==> config.mk <==
export PLATFORM = sky130hd
export DESIGN_NAME = uart_tx_sched
export DESIGN_NICKNAME = d
export VERILOG_FILES = /design/src/rtl/uart_tx_sched.sv
export SDC_FILE = /design/constraint.sdc
export NUM_CORES = 1
export LEC_CHECK = 0
export ABC_CLOCK_PERIOD_IN_PS = 3620
export BUFFER_PORTS_ARGS = -buffer_cell sky130_fd_sc_hd__buf_2
export CORE_MARGIN = 5
export CORE_UTILIZATION = 55
export CTS_CLUSTER_DIAMETER = 80
export DETAILED_ROUTE_END_ITERATION = 16
export HOLD_SLACK_MARGIN = 0.03
export PLACE_DENSITY = 0.81
export SETUP_SLACK_MARGIN = 0.3
export SLEW_MARGIN = 20
export SYNTH_ARGS = -nofsm -noshare
export SYNTH_HDL_FRONTEND = slang
export SYNTH_SLANG_ARGS = --single-unit
==> constraint.sdc <==
create_clock -name clk_12mhz -period 3.62 [get_ports clk_12mhz]
set_clock_uncertainty 0.15 [all_clocks]
set_input_delay 0.181 -clock clk_12mhz [delete_from_list [all_inputs] [get_ports clk_12mhz]]
set_output_delay 0.181 -clock clk_12mhz [all_outputs]
set_load 0.02 [all_outputs]
==> src/rtl/uart_tx_sched.sv <==
// uart_tx_sched: round-robin sharing of one UART transmitter between an echo FIFO and a message port.
module uart_tx_sched #(
   parameter int FIFO_DEPTH = 4
) (
   input  logic                          clk_12mhz,
   input  logic                          reset,
   input  logic                          rx_valid,
   input  logic [7:0]                    rx_data,
   input  logic                          msg_valid,
   input  logic [7:0]                    msg_data,
   output logic                          msg_ready,
   input  logic                          txd_busy,
   output logic                          txd_start,
   output logic [7:0]                    txd_data,
   output logic [$clog2(FIFO_DEPTH):0]   fifo_count,
   output logic                          overflow
);
   localparam int AW = $clog2(FIFO_DEPTH);
   localparam int CW = AW + 1;
   typedef enum logic [1:0] {IDLE, START, WAIT_BUSY, WAIT_DONE} state_t;
   state_t          state_q, state_d;
   logic [7:0]      mem_q [FIFO_DEPTH];
   logic [AW-1:0]   wr_ptr_q, wr_ptr_d, rd_ptr_q, rd_ptr_d;
   logic [CW-1:0]   count_q, count_d;
   logic [7:0]      txd_data_q, txd_data_d;
   logic            txd_start_q, txd_start_d;
   logic            overflow_q, overflow_d;
   logic            last_m_q, last_m_d;
   logic            idle_free, req_e, full, grant_e, grant_m, push, pop;
   always_comb begin
      idle_free   = (state_q == IDLE) && !txd_busy;
      req_e       = count_q != '0;
      full        = count_q == CW'(FIFO_DEPTH);
      // last_m_q=1 means M was granted last, so E wins a tie
      grant_e     = idle_free && req_e && (!msg_valid || last_m_q);
      grant_m     = idle_free && msg_valid && (!req_e || !last_m_q);
      pop         = grant_e;
      push        = rx_valid && (!full || pop);
      state_d     = (state_q == IDLE)      ? ((grant_e || grant_m) ? START : IDLE) :
                    (state_q == START)     ? WAIT_BUSY :
                    (state_q == WAIT_BUSY) ? (txd_busy ? WAIT_DONE : WAIT_BUSY) :
                                             (txd_busy ? WAIT_DONE : IDLE);
      wr_ptr_d    = push ? wr_ptr_q + AW'(1) : wr_ptr_q;
      rd_ptr_d    = pop ? rd_ptr_q + AW'(1) : rd_ptr_q;
      count_d     = count_q + CW'(push) - CW'(pop);
      txd_data_d  = grant_e ? mem_q[rd_ptr_q] : grant_m ? msg_data : txd_data_q;
      txd_start_d = grant_e || grant_m;
      last_m_d    = grant_m ? 1'b1 : grant_e ? 1'b0 : last_m_q;
      overflow_d  = overflow_q || (rx_valid && full && !pop);
   end
   always_ff @(posedge clk_12mhz) begin
      if (reset) begin
         state_q     <= IDLE;
         wr_ptr_q    <= '0;
         rd_ptr_q    <= '0;
         count_q     <= '0;
         txd_data_q  <= 8'h00;
         txd_start_q <= 1'b0;
         overflow_q  <= 1'b0;
         last_m_q    <= 1'b1;
      end else begin
         state_q     <= state_d;
         wr_ptr_q    <= wr_ptr_d;
         rd_ptr_q    <= rd_ptr_d;
         count_q     <= count_d;
         txd_data_q  <= txd_data_d;
         txd_start_q <= txd_start_d;
         overflow_q  <= overflow_d;
         last_m_q    <= last_m_d;
      end
   end
   always_ff @(posedge clk_12mhz) begin
      if (push) mem_q[wr_ptr_q] <= rx_data;
   end
   assign msg_ready  = grant_m && !reset;
   assign txd_start  = txd_start_q;
   assign txd_data   = txd_data_q;
   assign fifo_count = count_q;
   assign overflow   = overflow_q;
endmodule

==> results of run 1 <==
-- registers in the layout (all words and copies together), names as in the netlist, named ones only --
register / flops
fifo_count: 3
mem_q: 32
rd_ptr_q: 2
wr_ptr_q: 2
txd_start: 1
overflow: 1
last_m_q: 1
state_q: 2
txd_data: 8
-- through the flow --
stage                     power [uW]  cell area [sq um]  instances  setup slack (ps)  utilization
final                           1720               2750        254               665        0.682
after global routing            1830               2750        254               547        0.682
after CTS                       1740               2750        254               673        0.682
after detailed placement        1380               2480        229               780        0.616
after global placement          1340               2480        229               968        0.616
after floorplan                 1270               2290        151               957            -
-- layer usage --
layer | vias to the layer above | part of all wire | track usage
met5 | - | 0 | 0
met2 | 27 | 0.53 | 0.294
met1 | 647 | 0.41 | 0.202
met4 | 0 | 0.0098 | 0.0474
met3 | 5 | 0.047 | 0.0500
li1 | 650 | - | -
-- worst min-delay path: stages --
cell	delay (ps)
buf_2	90
a41oi_1	110
nor2_1	100
-- final cells by class --
| type | count | area (sq um) | share of cell area |
|---|---|---|---|
| clock inverter | 2 | 16.3 | 0.00592 |
| clock buffer | 6 | 82.6 | 0.0300 |
| tap | 50 | 62.6 | 0.0228 |
| timing repair buffer | 51 | 340 | 0.124 |
| sequential | 54 | 1400 | 0.510 |
| multi-input combinational | 76 | 790 | 0.287 |
| inverter | 15 | 56.3 | 0.0205 |
-- synth_stat cells (2+ instances only) --
cell type and instances:
edfxtp_1 32, dfxtp_1 22, inv_1 15, nor2_1 13, a211oi_2 8, mux4_2 8
o22ai_2 8, ha_1 6, and2_1 4, nand2_1 4, buf_1 3, nand2b_1 3
xor2_1 3, nor2b_1 2
-- how the worst max path moves through the flow --
| stage | from | depth (start not counted) | slack (ps) | end |
|---|---|---|---|---|
| after floorplan | fifo_count[2] | 13 | 960 | fifo_count[2] |
| after CTS | txd_busy | 14 | 670 | fifo_count[2] |
| after global placement | fifo_count[2] | 11 | 970 | fifo_count[2] |
| final | txd_busy | 14 | 670 | fifo_count[2] |
| after global routing | txd_busy | 14 | 550 | fifo_count[2] |
| after detailed placement | fifo_count[2] | 11 | 780 | fifo_count[2] |
-- cells by family (layout without fill, tap and decap cells) --
| group | Yosys count | count (layout) | synth area share |
|---|---|---|---|
| AOI/OAI and AO/OA | 23 | 23 | 0.122 |
| xor gates and xnor gates | 4 | 4 | 0.0153 |
| adders and majority gates | 7 | 7 | 0.0414 |
| buffers and inverters | 21 | 74 | 0.0453 |
| DFF | 54 | 54 | 0.611 |
| muxes | 10 | 10 | 0.0878 |
| and+or+nand+nor | 32 | 32 | 0.0774 |
-- what timing repair did --
item | 4_1_cts | 5_1_grt
gates resized for setup | 0 | 0
endpoints found under the hold margin | 41 | 0
hold buffers | 17 | 0
-- where the power goes --
part | switching (uW) | leakage, uW | total, uW | internal [uW]
logic | 283 | 0.000539 | 531 | 247
clock network | 196 | 0.0000478 | 354 | 158
registers | 86.6 | 0.000474 | 839 | 752
==> metrics.md, run 1 <==
| Metric | Value |
|---|---|
| Setup TNS | 0 ps |
| Core ar. | 4030 sq um |
| Delay-heaviest family, CP | buffers and inverters |
| Mapped Area | about 2300 sq um |
| Largest net degree at the start of global routing | 25 |
| Syn avg cell area | 15.2 sq um |
| CP Data Required Time | 3650 ps |
| Routed len/inst | 16.1 microns |
| Die width | 74.6 microns |
| Worst Tran Pin Value | 549 ps |
| Critical path peak fanout | 7 |
| Critical path cell sequence | dlygate4sd3_1 > buf_2 > nor3_4 > nand2_2 > a31oi_4 > inv_1 > ha_1 > inv_1 > ha_1 > inv_1 > fa_1 > xor2_1 > xnor2_1 > nor2_1 |
| Post-synthesis cell type count | 34 |
| Synth top area cells | edfxtp_1 (42%), dfxtp_1 (19%), mux4_2 (7.9%) |
| H-tree Lvls | 2 |
| Drc violations | 0 |
| Total grt overflow | 0 |
| Skew-Pair Late Insertion Delay | about 300 ps |
| Fmax | 0.338 GHz |
| Diode count | 0 |
| Hold Slack | about 66 ps |
| Crit path DAT | between 2000 and 3000 ps |
| Endpoints failing hold | 0 |
| Layout Nets | 231 |
| Post-DP HPWL | 2950 microns |
| Worst r2r src | fifo_count[2] |
| CTS max path bufs | 2 |
| Iter 0 DRT Violations | 62 |
| Fin crit share | 0.816 |
| CTS Sinks | 54 |
| Post-synth EDFFs | 32 |
| Initial Utilization | 0.570 |
| Worst Setup Start Kind | input port |
| Pleak | 0.00106 uW |
| Remaining antenna violation count | 0 |
| GRT Total Usage | 0.168 |
| RSZ-0062 raised after global routing | no |
| Seq/Total Area, Yosys | 0.611 |
| Ys flop type | edfxtp_1 |
| Post-CTS Setup Repair Bufs | 0 |
| FF-to-FF setup slack | 760 ps |
| CTS Buf Count | 5 |
| PwrDens | 627 nW/um^2 |
| # rows | 23 |
| Routability cong. | between 0.8 and 0.9 |
| Min cycle time layout | ~3000 ps |
| WHS Endpoint | overflow |
| Slowest cell on the critical path | dlygate4sd3_1 |
| Crit-path max cell delay | around 530 ps |
| Die footprint | between 5000 and 6000 sq um |
| I/O pin total | 35 |
| WL final | 4090 microns |
| Fraction of layout cells with a size suffix above 1 | 0.353 |
| Status | complete, no violations |
| Dominant cell type by area after synthesis | edfxtp_1 |
| Worst reg-to-reg path cell count | 11 |
| Hold path startpoint | rx_valid |
| Synth-to-layout area growth | 19.8% |
| Most frequent cells in the layout | buf_2 (34), edfxtp_1 (32), dfxtp_1 (22) |
| Kind of critical path | in2reg |
| Initial antenna violation count | 0 |
| Most used cell, CP | inv_1 |
| Root buffer cell | clkbuf_8 |
| Reg-to-reg endpoint | fifo_count[2] |
| Clk slew on worst S/H paths | 100 ps |
| Synth Register Bits | 54 |
| Mapped Cells | 151 |
| CTS tree | built |
| CP Buf/Inv Count | 5 |
| Hold-critical path depth | 3 |
| HP Class | in2reg |
| Fin. max-slew vios | 0 |
| Mapped Nets | 179 |
| Die height | around 75 microns |
| Via density | 5.23 |
| Vias in the first global route | 1,469 |
| Port-buffer cells | 34 |
| Fillers | 281 |
| Commonest non-fill, non-tap cell in the layout | buf_2 |
| Setup violators final | 0 |
| Vias | 1,329 |
| Worst slew margin | 0.634 |
| First-pass GRT wire length | 6840 microns |
| Maxcap violations | 0 |
| Maximum VDD drop | 0.360 mV |
| Fraction of registers with async set/reset | 0 |
| CP Capture Type | flip-flop |
| Yosys top cell area share | 0.419 |
| Synth Warn # | 0 |
| 1st-pass router iterations | 4 |
Note: power is estimated with default switching activity, not from simulation.
==> run 2: changes to the inputs <==
ABC_CLOCK_PERIOD_IN_PS = 2450   (was 3620)
CORE_UTILIZATION = 50   (was 55)
PLACE_DENSITY = 0.77   (was 0.81)
clock period = 2.45 ns   (was 3.62 ns; I/O delays follow)
==> run 2 against run 1 <==
- final cell count up 5.9%
- cell area grew 5.6%
- register-to-register slack worse by 550 ps
- non-clock buffer count is 13 higher
- clock power increased by 49%
- first-iteration DRC count grew 1.6%
- setup slack got worse by 460 ps
- sequential power increased by 47%
- sequential share of layout area is 2.4 points lower
- wire length rose by 3.8%
- sequential cell count unchanged
- worst hold slack better by 41 ps
- critical path type is now reg2reg
- largest cell class unchanged
- largest power group unchanged
==> metrics.md, run 2 (synthesis results as in run 1) <==
| Metric | Value |
|---|---|
| Status | complete, no violations |
| Commonest non-fill, non-tap cell in the layout | buf_2 |
| Initial antenna violation count | 0 |
| CP Capture Type | flip-flop |
| Worst Setup Start Kind | flip-flop |
| Min cycle time layout | around 2200 ps |
| Layout Nets | 244 |
| Kind of critical path | reg2reg |
| Via density | 5.25 |
| Pleak | 0.00112 uW |
| I/O pin total | 35 |
| Largest register FFs | 32 |
| Routability cong. | 0.739 |
| Iter 0 DRT Violations | 63 |
| 1st-pass router iterations | 4 |
| # rows | 24 |
| Biggest register | mem_q |
| PwrDens | 929 nW/um^2 |
| Critical path peak fanout | 2 |
| Root buffer cell | clkbuf_8 |
| Maxcap violations | 0 |
| Fin cells | 269 |
| CTS tree | built |
| CTS Sinks | 54 |
| Crit path DAT | 2280 ps |
| Worst Tran Pin Value | 530 ps |
| Clk slew on worst S/H paths | 100 ps |
| Endpoints failing hold | 0 |
| CTS max path bufs | 2 |
| Fin crit share | 0.915 |
| Port-buffer cells | 34 |
| Die width | 77.7 microns |
| HP Class | in2reg |
| GRT Total Usage | 0.153 |
| Skew-Pair Late Insertion Delay | 310 ps |
| Die height | 77.7 microns |
| Most frequent cells in the layout | buf_2 (33), edfxtp_1 (32), dfxtp_1 (19), dlygate4sd3_1 (19), nor2_1 (13) |
| DP Cell Count | 238 |
| H-tree Lvls | 2 |
| RSZ-0062 raised after global routing | yes |
| Area post-placement | 2570 sq um |
| CTS Buf Count | 5 |
| Vias | 1,413 |
| Vias in the first global route | 1,451 |
| First-pass GRT wire length | around 7200 microns |
| Post-DP HPWL | 3020 microns |
| Synth-to-layout area growth | 26.4% |
| Final Cell Area | 2900 sq um |
| Setup TNS | 0 ps |
| Diode count | 0 |
| Fin. max-slew vios | 0 |
| Fmax | 0.446 GHz |
| Routed len/inst | 15.8 microns |
| Setup violators final | 0 |
| Core ar. | 4410 sq um |
| Worst slew margin | 0.646 |
| Die footprint | 6040 sq um |
| WL final | 4240 microns |
| Maximum VDD drop | 0.468 mV |
| Remaining antenna violation count | 0 |
| CP Data Required Time | 2490 ps |
| Initial Utilization | 0.520 |
| Fraction of layout cells with a size suffix above 1 | 0.433 |
| Total grt overflow | 0 |
| Drc violations | 0 |
| Largest net degree at the start of global routing | 25 |
-- run 2: cell count changes in the layout (fill, tap and decap cells not counted), moves of 2 or more --
cell,change
buf_4,+12
dfxtp_4,+2
ha_4,+2
inv_4,+2
dlygate4sd3_1,+2
inv_1,-4
dfxtp_1,-3
inv_2,+2
ha_1,-2
-- run 2: worst max-delay path: stages (launching register included) --
cell     delay [ps]
dfxtp_4         350
or3_4           400
nand3_4         100
inv_4            40
ha_4            210
inv_4            50
ha_4            110
inv_2            30
fa_2            320
xor2_1          170
xnor2_1         130
nor2_1           50
-- run 2: routing by layer --
metal / track usage / part of all wire / up-vias / wire, microns
met4: 0.0567 / 0.017 / 0 / 71
li1: - / - / 677 / -
met1: 0.188 / 0.41 / 688 / 1730
met5: 0 / 0 / - / 0
met3: 0.0463 / 0.067 / 9 / 283
met2: 0.254 / 0.51 / 39 / 2160
-- run 2: area by class of cell --
class	instances	area, sq um
Inverter	15	61.3
Sequential cell	54	1410
Fill cell	319	1510
Tap cell	52	65.1
Timing Repair Buffer	64	445
Clock inverter	3	28.8
Multi-Input combinational cell	76	822
Clock buffer	5	68.8
-- run 2: what timing repair did --
action                     CTS  global route
hold endpoints to repair    44             0
gates cloned                 0             0
pin swaps                    6             1
setup buffers                3             1
gates resized for setup      4             1
hold buffers                19             0
setup endpoints to repair    2             3
-- run 2: report_power, final --
group / internal [uW] / switching, uW / leakage, uW / total (uW)
Clock: 214 / 312 / 0.0000506 / 526
Sequential: 1120 / 116 / 0.000476 / 1230
Combinational: 468 / 468 / 0.000594 / 936
-- run 2: worst paths after layout --
| kind | start | endpoint | slack, ps | cells after the start |
|---|---|---|---|---|
| worst min register to register | overflow | overflow | 350 | 2 |
| worst max register to register | fifo_count[2] | fifo_count[2] | 210 | 11 |
| worst min-delay path | reset | overflow | 110 | 2 |
| worst max-delay path | fifo_count[2] | fifo_count[2] | 210 | 11 |
-- run 2: through the flow --
step / hold slack, ps / total power (uW) / setup WS (ps) / util
after detailed placement: 194 / 2120 / 105 / 0.583
after global placement: 182 / 2070 / 169 / 0.583
after floorplan: 71.4 / 1910 / -47.0 / -
after global routing: 118 / 2860 / 144 / 0.657
after CTS: 100 / 2710 / 196 / 0.655
final: 107 / 2690 / 208 / 0.657
